[src/rtl/one_to_n_distributor.sv]
// one_to_n_distributor
// Splits a single flit stream into N output streams. The destination field of
// each HEAD or SINGLE flit selects the port; a HEAD locks that port until the
// matching TAIL. Each port has its own small FIFO, so a stalled port only holds
// back flits that are headed for it.
//
// Ports:
//   clk        clock, all state updates on posedge
//   rst        synchronous, active-high reset
//   in         incoming flit
//   in_valid   in carries a flit
//   in_avail   block accepts a flit this cycle
//   out        N flits packed, port i at [FLIT_SIZE*i +: FLIT_SIZE], 0 when empty
//   out_valid  port i FIFO non-empty
//   out_avail  downstream port i accepts this cycle
//   drop_err   one-cycle pulse, a flit was discarded or a packet was cut short
module one_to_n_distributor #(
    parameter int FLIT_SIZE  = 16,
    parameter int HEADER_LEN = 2,
    parameter logic [HEADER_LEN-1:0] HEAD_FLIT   = 2'b10,
    parameter logic [HEADER_LEN-1:0] BODY_FLIT   = 2'b00,
    parameter logic [HEADER_LEN-1:0] TAIL_FLIT   = 2'b01,
    parameter logic [HEADER_LEN-1:0] SINGLE_FLIT = 2'b11,
    parameter int N          = 6,
    parameter int DST_W      = 3,
    parameter int DST_POS    = FLIT_SIZE - HEADER_LEN - 1,
    parameter int FIFO_DEPTH = 2
) (
    input  logic                   clk,
    input  logic                   rst,
    input  logic [FLIT_SIZE-1:0]   in,
    input  logic                   in_valid,
    output logic                   in_avail,
    output logic [FLIT_SIZE*N-1:0] out,
    output logic [N-1:0]           out_valid,
    input  logic [N-1:0]           out_avail,
    output logic                   drop_err
);

    localparam int PTR_W = (FIFO_DEPTH > 1) ? $clog2(FIFO_DEPTH) : 1;
    localparam int CNT_W = $clog2(FIFO_DEPTH + 1);
    localparam logic [DST_W:0]     N_EXT    = (DST_W + 1)'(N);
    localparam logic [PTR_W-1:0]   PTR_LAST = PTR_W'(FIFO_DEPTH - 1);
    localparam logic [CNT_W-1:0]   CNT_FULL = CNT_W'(FIFO_DEPTH);

    typedef enum logic [1:0] {IDLE, ROUTE, DROP} state_t;

    state_t                  state, state_nxt;
    logic [DST_W-1:0]        cur, cur_nxt;
    logic [FLIT_SIZE-1:0]    slot;
    logic                    slot_valid;
    logic                    slot_pop;

    logic [HEADER_LEN-1:0]   slot_type;
    logic [DST_W-1:0]        dst;
    logic                    dst_ok;
    logic                    is_hs;
    logic                    push_en;
    logic                    discard;
    logic                    err;
    logic [DST_W-1:0]        target;
    logic                    target_ready;

    logic [FLIT_SIZE-1:0]    mem    [N][FIFO_DEPTH];
    logic [PTR_W-1:0]        rd_ptr [N];
    logic [PTR_W-1:0]        wr_ptr [N];
    logic [CNT_W-1:0]        cnt    [N];
    logic [N-1:0]            pop;
    logic [N-1:0]            push;
    logic [N-1:0]            can_push;

    assign slot_type = slot[FLIT_SIZE-1 -: HEADER_LEN];
    assign dst       = slot[DST_POS -: DST_W];
    assign dst_ok    = {1'b0, dst} < N_EXT;
    assign is_hs     = (slot_type == HEAD_FLIT) || (slot_type == SINGLE_FLIT);

    // Per-port FIFO status. A full FIFO may still take a push in the same
    // cycle it is being drained, which keeps a streaming port at full rate.
    always_comb begin
        out       = '0;
        out_valid = '0;
        pop       = '0;
        can_push  = '0;
        for (int i = 0; i < N; i++) begin
            out_valid[i] = (cnt[i] != '0);
            pop[i]       = out_valid[i] && out_avail[i];
            can_push[i]  = (cnt[i] != CNT_FULL) || pop[i];
            if (out_valid[i]) begin
                out[FLIT_SIZE*i +: FLIT_SIZE] = mem[i][rd_ptr[i]];
            end
        end
    end

    // Routing decision for the flit in the slot. A HEAD or SINGLE arriving
    // while a packet is still open closes that packet with an error and is
    // then treated exactly as if the FSM were idle, within the same cycle.
    always_comb begin
        state_nxt = state;
        cur_nxt   = cur;
        push_en   = 1'b0;
        discard   = 1'b0;
        err       = 1'b0;
        target    = dst;
        case (state)
            DROP: begin
                discard = 1'b1;
                if (slot_type == TAIL_FLIT) state_nxt = IDLE;
            end
            ROUTE: begin
                if (slot_type == BODY_FLIT || slot_type == TAIL_FLIT) begin
                    push_en = 1'b1;
                    target  = cur;
                    if (slot_type == TAIL_FLIT) state_nxt = IDLE;
                end else begin
                    err = 1'b1;
                end
            end
            default: ;
        endcase
        if (state == IDLE || (state == ROUTE && is_hs)) begin
            state_nxt = IDLE;
            if (is_hs) begin
                if (dst_ok) begin
                    push_en = 1'b1;
                    target  = dst;
                    if (slot_type == HEAD_FLIT) begin
                        state_nxt = ROUTE;
                        cur_nxt   = dst;
                    end
                end else begin
                    discard = 1'b1;
                    err     = 1'b1;
                    if (slot_type == HEAD_FLIT) state_nxt = DROP;
                end
            end else begin
                discard = 1'b1;
                err     = 1'b1;
            end
        end
    end

    // The slot only leaves when its own target can take it; a locked route
    // never spills to another port even while that port is full.
    always_comb begin
        target_ready = 1'b0;
        for (int i = 0; i < N; i++) begin
            if (target == DST_W'(i)) target_ready = can_push[i];
        end
        slot_pop = slot_valid && (discard || (push_en && target_ready));
        push     = '0;
        for (int i = 0; i < N; i++) begin
            push[i] = slot_pop && push_en && (target == DST_W'(i));
        end
    end

    assign in_avail = !rst && (!slot_valid || slot_pop);

    // Input slot: a one-flit holding register in front of the router logic.
    always_ff @(posedge clk) begin
        if (rst) begin
            slot       <= '0;
            slot_valid <= 1'b0;
        end else if (in_valid && in_avail) begin
            slot       <= in;
            slot_valid <= 1'b1;
        end else if (slot_pop) begin
            slot_valid <= 1'b0;
        end
    end

    // Packet FSM; it only advances when the slot actually empties, so a
    // stalled flit is re-evaluated against the same state next cycle.
    always_ff @(posedge clk) begin
        if (rst) begin
            state    <= IDLE;
            cur      <= '0;
            drop_err <= 1'b0;
        end else begin
            drop_err <= slot_pop && err;
            if (slot_pop) begin
                state <= state_nxt;
                cur   <= cur_nxt;
            end
        end
    end

    // Output FIFOs, each a circular buffer with an occupancy counter.
    always_ff @(posedge clk) begin
        for (int i = 0; i < N; i++) begin
            if (rst) begin
                rd_ptr[i] <= '0;
                wr_ptr[i] <= '0;
                cnt[i]    <= '0;
            end else begin
                if (push[i]) begin
                    mem[i][wr_ptr[i]] <= slot;
                    wr_ptr[i] <= (wr_ptr[i] == PTR_LAST) ? '0 : wr_ptr[i] + 1'b1;
                end
                if (pop[i]) begin
                    rd_ptr[i] <= (rd_ptr[i] == PTR_LAST) ? '0 : rd_ptr[i] + 1'b1;
                end
                cnt[i] <= cnt[i] + CNT_W'(push[i]) - CNT_W'(pop[i]);
            end
        end
    end

endmodule

[config.mk]
export PLATFORM = sky130hd
export DESIGN_NAME = one_to_n_distributor
export DESIGN_NICKNAME = d
export VERILOG_FILES = /design/src/rtl/one_to_n_distributor.sv
export SDC_FILE = /design/constraint.sdc
export NUM_CORES = 1
export LEC_CHECK = 0
export CAP_MARGIN = 20
export CORE_UTILIZATION = 35
export CTS_CLUSTER_SIZE = 14
export DETAILED_ROUTE_END_ITERATION = 8
export SKIP_CTS_REPAIR_TIMING = 1
export SYNTH_ARGS = -nofsm -noshare
export SYNTH_HDL_FRONTEND = slang
export SYNTH_SLANG_ARGS = --single-unit
[constraint.sdc]
create_clock -name clk -period 5.4 [get_ports clk]
set_input_delay 0.81 -clock clk [delete_from_list [all_inputs] [get_ports clk]]
set_output_delay 0.81 -clock clk [all_outputs]
set_load 0.05 [all_outputs]
==> out/qor.csv <==
metric,value,unit
hold_viol,0,
dr.pass1.iters,7,
met2_length,11.0,mm
totalPowerFinal,0.00557,W
place_congestion,0.772,
drive_above_1_share,10.3,%
timing.final.crit_period,4.56,ns
numClockSinks,239,
worst_pin_slew,1.01,ns
yosys.area.top_type,edfxtp_1,
p_clk_share,31.3,%
syn_inst,703,
antenna_found_initial,0,
cp_slowest_stage_delay,0.84,ns
maxSlewViolCount,0,
grt_max_degree,39,
grt_usage,16.0,%
cpMaxStageDelayCell,dfxtp_1,
htreeDepth,1,
max_freq,219,MHz
ys_ff_latch,239,
rsz0062_at_grt,false,
core.rowCount,61,
die_h,170,microns
cts_tree,yes,
setup_viol,0,
syn-cell-area,9860,sq um
cts-root-buf,clkbuf_16,
grt_pass1_wl,34.2,mm
die_w,170,microns
netlist_top_cells_area,"edfxtp_1 (62%), mux2i_1 (12%), dfxtp_1 (7.1%)",
synthFlopType,edfxtp_1,
nets,881,
n_fill_cell,2525,
crit_arrival,3.75,ns
die-area,28900,sq um
num_antenna_cells,0,
slew-limit-headroom,32.7,%
tns,0,ns
areaGrowthSynthToFinish,26.9,%
switching_share,34.1,%
fin_area,12500,sq um
cts_buffers,25,
initial_utilization,35.5,%
portBuffers,128,
coreArea,27800,sq um
maxCapViolCount,0,
top_layer,met4,
ir_drop,213,uV
vias_per_cell,4.66,
status,finished clean,
syn_area_per_cell,14.0,sq um
place_hpwl,14.6,mm
drt_iter0_markers,302,
leakagePower,4.43,nW
grt_pass1_vias,5874,
dr_wl_met3,1.51,mm
final_antenna_net_count,0,
fin_crit_sh,84.4,%
power.density,445,nW/um^2
drc_errors,0,
ys_warn_count,0,
crit_chain,or3b_1 -> mux2i_2 -> a32oi_4 -> o31ai_4 -> a21oi_1 -> clkdlybuf4s50_1,
clock_path_buffers,3,
ys_types,53,
post-route-util,45.1,%
synth_top_area_share,62.1,%
wl_met1,10.1,mm
clkLatencyLatePin,0.52,ns
path_max_fanout,20,
routed_wirelength,22.9,mm
seqPwrFrac,39.3,%
avgRoutedWirePerCell,18.4,microns
grt_overflow,0,
power.internal,0.00367,W
yosysSeqAreaShare,69.2,%
vias,5777,
p_switching,0.00190,W
synth_edf_count,204,
cp.required,4.59,ns
synth_nets,740,
async_flop_share,0,%
fin_skew,0.0101,ns
path_clk_slew,0.06,ns
pwr-share-comb,29.4,%
place_area,11600,sq um
cp_num_buf_inv,1,
boundaryPins,129,
timing_worst_setup_path_type,reg2out,
critPathCaptureType,primary output,
crit_path_start_kind,register,
worst_path_dominant_cell_family,flip-flops,
hp-class,reg2reg,
registers in the layout, summed over array words and instances (netlist names):
name	count
cur	3
wr_ptr	6
rd_ptr	6
state	2
cnt	12
slot_valid	1
drop_err	1
slot	16
mem	192
area by class of cell:
cell class / count / area [sq um] / area share, %
clock buffer: 31 / 658 / 5.26
clock inverter: 15 / 175 / 1.40
inverter: 25 / 93.8 / 0.750
multi-input combinational: 403 / 2830 / 22.6
sequential: 239 / 6830 / 54.5
tap: 378 / 473 / 3.78
timing repair buffer: 150 / 1470 / 11.7
worst reg2reg max path, delay by kind of cell, from the launching register on:
family / cells / cell delay, ns
flip-flops: 1 / 0.84
AO/OA/AOI/OAI: 1 / 0.22
buffers and inverters: 1 / 0.25
AND/OR/NAND/NOR: 4 / 1.72
multiplexers: 1 / 0.48
cell families after synthesis:
| family | share of synthesized area [%] |
|---|---|
| flip-flops | 69.2 |
| AND/OR/NAND/NOR | 10.6 |
| multiplexers | 11.9 |
| buffers and inverters | 2.73 |
| AO/OA/AOI/OAI | 2.99 |
| XOR/XNOR | 1.07 |
| adder cells (fa/ha/maj) | 1.52 |
synth_stat cells, types with 5 or more instances:
cell type,instances
edfxtp_1,204
nand3_1,5
nor3_1,14
inv_1,25
nor2b_1,9
and2_1,6
o21ai_0,14
clkbuf_1,26
nor3b_1,10
ha_1,12
dfxtp_1,35
nand2_1,39
or2_2,7
xor2_1,6
xnor2_1,6
mux2i_1,114
nor2_1,120
power groups by stage:
stage / Sequential [W] / Combinational [W] / Clock, W
6_report: 0.00219 / 0.00164 / 0.00174
5_1_grt: 0.00220 / 0.00174 / 0.00185
4_1_cts: 0.00219 / 0.00163 / 0.00177
3_5_place_dp: 0.00223 / 0.00162 / 0
3_3_place_gp: 0.00223 / 0.00161 / 0
2_1_floorplan: 0.00213 / 0.00116 / 0
metrics by stage:
stage	instances	hold slack, ns	worst slack, ns
after floorplan	703	0.499	1.08
after global placement	1188	0.513	1.29
after detailed placement	1189	0.532	1.28
after CTS	1235	0.546	0.815
after global routing	1241	0.573	0.674
final	1241	0.544	0.843
layout by cell type (no fill, tap or decap), types with 9 or more instances in the layout:
master             n
o21ai_0           14
ha_1              12
nor2_1           120
buf_4             18
dfxtp_1           35
nor3b_1           10
mux2i_1          114
nand2_1           39
clkbuf_16         25
edfxtp_1         204
nor2b_1            9
nor3_2             9
inv_1             25
clkdlybuf4s50_1  128
path summary, 6_finish.rpt:
kind	cells past startpoint	to	start	slack, ns
max reg2reg	7	wr_ptr[5]$_DFFE_PP_	slot[15]$_SDFFE_PP0P_	1.62
min reg2reg	2	cnt[1][3]$_SDFF_PP0_	cnt[1][3]$_SDFF_PP0_	0.54
min	2	cnt[1][3]$_SDFF_PP0_	cnt[1][3]$_SDFF_PP0_	0.54
max	6	in_avail	slot[15]$_SDFFE_PP0P_	0.84
routing by layer:
metal | up-vias | global-route usage, %
li1 | 2816 | -
met1 | 2776 | 21.4
met2 | 159 | 27.4
met3 | 26 | 2.53
met4 | 0 | 3.56
met5 | - | 0
(Power assumes the default switching activity.)
